`src/rtl/flex_pts_pkg.sv`:
```
// Shared types and helpers for the flex parallel-to-serial transmitter.
package flex_pts_pkg;

    // Two-state frame FSM: waiting for a word, or shifting one out.
    typedef enum logic [0:0] {
        IDLE  = 1'b0,
        SHIFT = 1'b1
    } state_t;

    // Widest frame the first_bit helper can look at.
    localparam int MAX_W = 64;

    // Default frame width and the matching bit-count width.
    localparam int DEF_NUM_BITS = 8;
    localparam int CNT_W        = $clog2(DEF_NUM_BITS);

    // Bit-count width for an arbitrary frame width (frames are at least 2 bits).
    function automatic int cnt_width(input int n);
        return (n < 2) ? 1 : $clog2(n);
    endfunction

    // First bit on the line for a word of nbits: its top bit when MSB first,
    // otherwise bit 0. A shift keeps the index width independent of nbits.
    function automatic logic first_bit(input logic [MAX_W-1:0] word,
                                       input logic             msb_first,
                                       input int unsigned      nbits);
        logic [MAX_W-1:0] top;
        top = word >> (nbits - 1);
        return msb_first ? top[0] : word[0];
    endfunction

endpackage

```
`src/rtl/pts_bit_counter.sv`:
```
// Bit position counter for one frame: clears on load, counts on each
// shifted bit, and flags the last bit position (NUM_BITS-1).
module pts_bit_counter #(
    parameter int NUM_BITS = 8,
    parameter int CW       = 3
) (
    input  logic clk,
    input  logic n_rst,
    input  logic i_clear,
    input  logic i_enable,
    output logic o_terminal
);

    logic [CW-1:0] r_count;

    assign o_terminal = (r_count == CW'(NUM_BITS - 1));

    // Clear wins over enable; the count saturates at the last bit position.
    always_ff @(posedge clk or negedge n_rst) begin
        if (!n_rst) begin
            r_count <= '0;
        end else if (i_clear) begin
            r_count <= '0;
        end else if (i_enable && !o_terminal) begin
            r_count <= r_count + 1'b1;
        end
    end

endmodule

```
`src/rtl/flex_pts_tx.sv`:
```
// Parallel-to-serial transmitter with valid/ready load, per-frame bit order,
// a one-word holding buffer for gapless back-to-back frames, and a frame-done
// strobe.
//
// Handshake: a word is taken at a rising edge when in_valid && in_ready.
// in_ready depends only on the holding-buffer flag, never on in_valid.
// busy is the registered FSM state (1 = SHIFT), usable to observe the FSM.
module flex_pts_tx
    import flex_pts_pkg::*;
#(
    parameter int   NUM_BITS = 8,
    parameter logic IDLE_VAL = 1'b1
) (
    input  logic                clk,
    input  logic                n_rst,
    input  logic                shift_enable,
    input  logic                in_valid,
    output logic                in_ready,
    input  logic [NUM_BITS-1:0] parallel_in,
    input  logic                msb_first,
    output logic                serial_out,
    output logic                busy,
    output logic                frame_done
);

    localparam int CW = cnt_width(NUM_BITS);

    state_t              r_state;
    state_t              w_next_state;
    logic [NUM_BITS-1:0] r_shift;
    logic                r_order;
    logic [NUM_BITS-1:0] r_hold;
    logic                r_hold_msb;
    logic                r_hold_full;
    logic                r_serial;
    logic                r_busy;
    logic                r_done;

    logic                w_accept;
    logic                w_tick;
    logic                w_terminal;
    logic                w_frame_end;
    logic                w_advance;
    logic                w_load;
    logic                w_from_hold;
    logic                w_to_hold;
    logic [NUM_BITS-1:0] w_load_word;
    logic                w_load_msb;

    assign in_ready    = !r_hold_full;
    assign w_accept    = in_valid && !r_hold_full;
    assign w_tick      = (r_state == SHIFT) && shift_enable;
    assign w_frame_end = w_tick && w_terminal;
    assign w_advance   = w_tick && !w_terminal;

    assign w_load_word = w_from_hold ? r_hold : parallel_in;
    assign w_load_msb  = w_from_hold ? r_hold_msb : msb_first;

    pts_bit_counter #(
        .NUM_BITS (NUM_BITS),
        .CW       (CW)
    ) u_bit_counter (
        .clk        (clk),
        .n_rst      (n_rst),
        .i_clear    (w_load || w_frame_end),
        .i_enable   (w_advance),
        .o_terminal (w_terminal)
    );

    // Decide what happens at this edge: load a frame, park a word, or go idle.
    always_comb begin
        w_next_state = r_state;
        w_load       = 1'b0;
        w_from_hold  = 1'b0;
        w_to_hold    = 1'b0;
        case (r_state)
            IDLE: begin
                if (w_accept) begin
                    w_load       = 1'b1;
                    w_next_state = SHIFT;
                end
            end
            SHIFT: begin
                if (w_frame_end) begin
                    if (r_hold_full) begin
                        w_load      = 1'b1;
                        w_from_hold = 1'b1;
                    end else if (w_accept) begin
                        // Incoming word skips the buffer so the line never idles.
                        w_load = 1'b1;
                    end else begin
                        w_next_state = IDLE;
                    end
                end else if (w_accept) begin
                    w_to_hold = 1'b1;
                end
            end
            default: w_next_state = IDLE;
        endcase
    end

    // FSM state, busy flag and the one-cycle frame-done strobe.
    always_ff @(posedge clk or negedge n_rst) begin
        if (!n_rst) begin
            r_state <= IDLE;
            r_busy  <= 1'b0;
            r_done  <= 1'b0;
        end else begin
            r_state <= w_next_state;
            r_busy  <= (w_next_state == SHIFT);
            r_done  <= w_frame_end;
        end
    end

    // Shift register and serial output; the word is kept in its original
    // order and shifted left or right according to the captured frame order.
    always_ff @(posedge clk or negedge n_rst) begin
        if (!n_rst) begin
            r_shift  <= '0;
            r_order  <= 1'b1;
            r_serial <= IDLE_VAL;
        end else if (w_load) begin
            r_shift  <= w_load_word;
            r_order  <= w_load_msb;
            r_serial <= first_bit(MAX_W'(w_load_word), w_load_msb, NUM_BITS);
        end else if (w_advance) begin
            if (r_order) begin
                r_serial <= r_shift[NUM_BITS-2];
                r_shift  <= {r_shift[NUM_BITS-2:0], 1'b0};
            end else begin
                r_serial <= r_shift[1];
                r_shift  <= {1'b0, r_shift[NUM_BITS-1:1]};
            end
        end else if (w_next_state == IDLE) begin
            r_serial <= IDLE_VAL;
        end
    end

    // Holding buffer: fills on an accept mid-frame, drains at frame end.
    always_ff @(posedge clk or negedge n_rst) begin
        if (!n_rst) begin
            r_hold      <= '0;
            r_hold_msb  <= 1'b1;
            r_hold_full <= 1'b0;
        end else if (w_to_hold) begin
            r_hold      <= parallel_in;
            r_hold_msb  <= msb_first;
            r_hold_full <= 1'b1;
        end else if (w_from_hold) begin
            r_hold_full <= 1'b0;
        end
    end

    assign serial_out = r_serial;
    assign busy       = r_busy;
    assign frame_done = r_done;

endmodule

```
`config.mk`:
```
export PLATFORM = sky130hd
export DESIGN_NAME = flex_pts_tx
export DESIGN_NICKNAME = d
export VERILOG_FILES = /design/src/rtl/flex_pts_pkg.sv /design/src/rtl/pts_bit_counter.sv /design/src/rtl/flex_pts_tx.sv
export SDC_FILE = /design/constraint.sdc
export NUM_CORES = 1
export LEC_CHECK = 0
export CORE_ASPECT_RATIO = 1.4
export CORE_UTILIZATION = 45
export CTS_CLUSTER_DIAMETER = 150
export DETAILED_ROUTE_END_ITERATION = 10
export GPL_ROUTABILITY_DRIVEN = 0
export GPL_TIMING_DRIVEN = 0
export PLACE_DENSITY = 0.67
export SLEW_MARGIN = 20
export SYNTH_ARGS = -nofsm -noshare
export SYNTH_HDL_FRONTEND = slang
export SYNTH_HIERARCHICAL = 1
export SYNTH_SLANG_ARGS = --single-unit
```
`constraint.sdc`:
```
create_clock -name clk -period 3.3 [get_ports clk]
set_clock_uncertainty 0.2 [all_clocks]
set_input_delay 0.33 -clock clk [delete_from_list [all_inputs] [get_ports clk]]
set_output_delay 0.33 -clock clk [all_outputs]
set_load 0.005 [all_outputs]
```
# ---- Word-level counts from Yosys, hierarchy flattened
# Index checks and enable logic that the tools add are counted.
dict set report word_totals {
  out_inout_bits 4
  word_cells 49
  ff_bits 25
}
dict set report classes {
  n_eq_ne 2
  bitwise_logic 1
  mux 25
  n_reduce_logical 11
  add_sub_neg 1
}
# op count
set op_table {}
lappend op_table {{$mux W8} 4}
lappend op_table {{$mux W1} 17}
lappend op_table {{$mux W3} 2}
lappend op_table {{$reduce_bool A2 Y1} 3}
lappend op_table {{$logic_and A1 B1 Y1} 5}
lappend op_table {{$pmux W1 S2} 2}
lappend op_table {{$add A3 B1 Y3 const B} 1}
lappend op_table {{$eq A3 B3 Y1 const B} 1}
lappend op_table {{$ne A3 B1 Y1 const B} 1}
lappend op_table {{$logic_not A1 Y1} 2}
lappend op_table {{$logic_or A1 B1 Y1} 1}
lappend op_table {{$not A1 Y1} 1}

# ---- Logic depth before layout (Yosys ltp)
dict set report logic_depth {
  word_depth 9
  ltp_mapped 8
  mapped_depth_nobuf 7
}

# ---- Cells and area by module
# Netlist, hierarchy kept.
# module n_inst area_each_um2 cells_per_inst
set by_module_without_submodules {}
lappend by_module_without_submodules {flex_pts_tx 1 1143.6 92}
lappend by_module_without_submodules {pts_bit_counter 1 183.9 15}

# ---- Least setup slack after synthesis
# Ideal clock, no wire load.
dict set report synth_path {
  kind {register -> register}
  startpoint {register u_bit_counter.r_count[0]}
  endpoint {register u_bit_counter.r_count[0]}
  slack_ps 1125
  synth_period_minus_slack_ps 2175
  stages_incl_launch_ff 9
  arrival_time_ps 1849
  path_cell_list {dfrtp_1 ha_1 ha_1 a21boi_1 or2_1 buf_6 nand2_1 nor2b_1 mux2_4}
}
dict set report synth_between {
  elab_chain_len 6
}
# element line_no
set synth_lines {}
lappend synth_lines {{start: declaration} pts_bit_counter.sv:14} ;# logic [CW-1:0] r_count;
lappend synth_lines {{start signal: assignment} pts_bit_counter.sv:25} ;# r_count <= r_count + 1'b1;
lappend synth_lines {{$eq A3 B3 Y1 (*)} pts_bit_counter.sv:16} ;# assign o_terminal = (r_count == CW'(NUM_BITS - 1));
lappend synth_lines {{named net w_terminal} flex_pts_tx.sv:41} ;# logic w_terminal;
lappend synth_lines {{$logic_and A1 B1 Y1} flex_pts_tx.sv:53} ;# assign w_frame_end = w_tick && w_terminal;
lappend synth_lines {{$mux W1} flex_pts_tx.sv:84} ;# if (w_frame_end) begin
lappend synth_lines {{$pmux W1 S2} flex_pts_tx.sv:76} ;# case (r_state)
lappend synth_lines {{$logic_or A1 B1 Y1} flex_pts_tx.sv:65} ;# .i_clear (w_load || w_frame_end),
lappend synth_lines {{$mux W3 / $reduce_bool A2 Y1 (equally long branches)} --}
# The timed path passes the listed nets; every way through them passes the cells marked *. The select of a mux whose other input is x is not followed.
# A chain may end at the register's enable or synchronous reset.

# ---- Final worst setup path
dict set report layout_path {
  startpoint {register u_bit_counter.r_count[0]}
  endpoint {register u_bit_counter.r_count[1]}
}
# Same word-level chain as after synthesis.

==> results.md <==
- Status: complete, no violations
- Switching Share: 27.3%
- Crit end category: flop
- Netlist Area Pre-Place: 0.00133 mm^2
- CP startpoint kind: flop
- Worst EP required: 3.35 ns
- Commonest non-fill, non-tap cells in the layout: mux2i_1 (23), dfrtp_1 (22), clkdlybuf4s50_1 (15)
- Routed vias/inst: 5.79
- GR Util met1: 25.2%
- Die height: 66.3 um
- Design Area, Final: 0.00156 mm^2
- Post-route ant nets: 0
- VDD IR max: about 0.29 mV
- DR vias: roughly 950
- Pre-CTS setup slack: 0.814 ns
- Clock latency on the worst-skew pair: 0.32 ns
- Pleak: 0.000761 uW
- Post-CTS resize count: 0
- Hold-fix buffers, CTS: 1
- Post-DR wirelength/cell: 15.4 um
- Rel. slew slack: 58.6%
- Die ar.: 0.00317 mm^2
- Starting DRT DRC Count: 8
- Core Footprint: 0.00270 mm^2
- Dpl hpwl: 1.77 mm
- Internal reg-to-reg setup slack: 0.80 ns
- Final Critical Period: 2.50 ns
- CP bufs+invs: 1
- Final setup fails: 0
- I/O Buffers: 16
- RR Startpoint: u_bit_counter/r_count[0]
- CP max stage delay: 0.51 ns
- Total gr overflow: 0
- Sequential cell area fraction in the yosys report: 47.4%
- Cell Chain, Critical Path: ha_1, ha_1, a21boi_1, or2_1, buf_6, nand2_1, nand2b_1, o21ai_1
- Clk pwr share: 22.3%
- Final period util: 75.7%
- Row Count: 22
- Syn-to-layout area delta: 17.8%
- Tot GR Track Use: 19.3%
- First-pass GRT wire length: 4.32 mm
- Top Ports: 17
- Worst slew pin tran: 0.603 ns
- Sequential share of power: 58.3%
- Largest net degree at the start of global routing: 26
- Most Used Layer, Global Route: met2
- N_diodes: 0
- CTS tree: yes
- CTS HTree Levels: 1
- DR pass1 iterations: 5
- Worst-path clk slew: around 0.14 ns
- Root buf cell: clkbuf_4
- Netlist cell types: 30
- Vias in the first global route: approximately 940
- Arr. time, crit path: 2.55 ns
- Cell mode on critical path: ha_1
- # DRC: 0
- Mapped Cells: 107
- Maxcap violations: 0
- Fillers: 247
- Setup repair bufs after CTS: 0
- Utilization after layout: 58.0%
- Power density cells: 398 mW/mm^2
- M2 GR Usage: 30.6%
- Max Slew Vio Count: 0
- Max Clock Freq: between 400 and 500 MHz
- Synthesized Nets: 122
- Mean Syn Cell Area: 12.4 um^2
- DP Area: 0.00153 mm^2
- Inserted Clock Buffers: 3
- Setup CP Type: flop to flop
- Crit path max-delay cell type: a21boi_1
- Die X: 47.9 um
- Fraction of layout cells with a size suffix above 1: between 10% and 20%
- Met3 Use GR: 3.55%
- Crit path max-delay family: compound AO/OA/AOI/OAI gates
- Starting Density: 49.2%
- RSZ-0062 raised after global routing: false
- Seq cells post-synth: 25
- NetSw: 170 uW
- Initial antenna violation count: 0
- Reg2Reg Depth: 8
- Largest fanout on the critical path: 10
- Post-route setup slack: 0.802 ns
- Clk buf depth: 2
- Routed WL: 2.53 mm
- Setup TNS: 0 ns
- Worst r2r dst: u_bit_counter/r_count[1]
- Final nets: around 140
- P_int: 452 uW
- Hold Vio Cnt, Final: 0
- Commonest non-fill, non-tap cell in the layout: mux2i_1
- Logic gate share of total power: 19.4%
- YS warnings: 6
- CTS sink cnt: 25
- Worst hold path type: primary input to asynchronous set/reset pin
[sequential cells by signal, summed over array words and instances (netlist names)]
register               cells
r_hold                     8
r_shift                    8
u_bit_counter/r_count      3
busy                       1
frame_done                 1
r_hold_full                1
r_hold_msb                 1
r_order                    1
serial_out                 1
[how the worst max path moves through the flow]
stage	from	to	cells past startpoint
after detailed placement	shift_enable	u_bit_counter/r_count[0]	7
after global routing	u_bit_counter/r_count[0]	u_bit_counter/r_count[1]	8
final	u_bit_counter/r_count[0]	u_bit_counter/r_count[1]	8
after CTS	u_bit_counter/r_count[0]	u_bit_counter/r_count[1]	8
after floorplan	u_bit_counter/r_count[0]	u_bit_counter/r_count[0]	8
after global placement	shift_enable	u_bit_counter/r_count[0]	7
[routing by layer]
| metal | up-vias | share of wire (%) |
|---|---|---|
| met5 | - | 0 |
| met4 | 0 | 2.3 |
| met3 | 7 | 3.4 |
| met2 | 17 | 48 |
| met1 | 473 | 46 |
| li1 | 452 | - |
[cells in the mapped netlist]
cell type | n | area share (%)
a211oi_4 | 1 | 1.5
a21boi_1 | 1 | 0.57
a21oi_1 | 1 | 0.38
a2bb2oi_1 | 1 | 0.66
and2_1 | 1 | 0.47
buf_2 | 1 | 0.38
buf_6 | 1 | 0.85
clkbuf_1 | 2 | 0.57
dfrtp_1 | 22 | 41
dfstp_2 | 3 | 5.9
ha_1 | 2 | 1.9
inv_1 | 4 | 1.1
mux2_2 | 9 | 7.6
mux2_4 | 1 | 1.1
mux2i_1 | 23 | 17
nand2_1 | 2 | 0.57
nand2b_1 | 3 | 1.4
nand3_1 | 1 | 0.38
nand3b_1 | 1 | 0.57
nand4_1 | 1 | 0.47
nand4bb_1 | 2 | 1.7
nor2_1 | 1 | 0.28
nor2b_1 | 2 | 0.94
nor2b_4 | 1 | 1.0
o211ai_1 | 6 | 3.4
o21ai_0 | 3 | 1.1
o21ai_1 | 3 | 1.1
o221ai_1 | 6 | 4.0
o32ai_1 | 1 | 0.66
or2_1 | 1 | 0.47
[power groups by stage]
| stage | logic, uW | registers (uW) | clock network (uW) |
|---|---|---|---|
| 2_1_floorplan | 78.8 | 361 | 0 |
| 3_3_place_gp | 117 | 366 | 0 |
| 3_5_place_dp | 121 | 367 | 0 |
| 4_1_cts | 122 | 361 | 144 |
| 5_1_grt | 136 | 366 | 160 |
| 6_report | 121 | 362 | 139 |
[cell type report]
type	count	area, um^2	share of cell area [%]
clock buffer	4	26.3	1.68
tap	36	45.0	2.88
multi-input combinational	74	659	42.2
sequential	25	629	40.2
inverter	4	15.0	0.960
buffer	4	23.8	1.52
timing repair buffer	17	165	10.6
[through the flow]
step	instances	hold slack, ns	total power (uW)
final	164	0.311	622
after global routing	164	0.348	662
after CTS	164	0.326	628
after detailed placement	159	0.154	488
after global placement	159	0.288	484
after floorplan	107	-0.166	439
[cells by family (layout without fill, tap and decap cells)]
family | after synthesis | in the layout | synth area share, %
fa+ha+maj | 2 | 2 | 1.88
flops | 25 | 25 | 47.4
buf+inv | 8 | 29 | 2.92
mux | 33 | 33 | 26.1
compound gates | 23 | 23 | 13.4
simple gates | 16 | 16 | 8.29
Power figures use the tool's default switching activity.
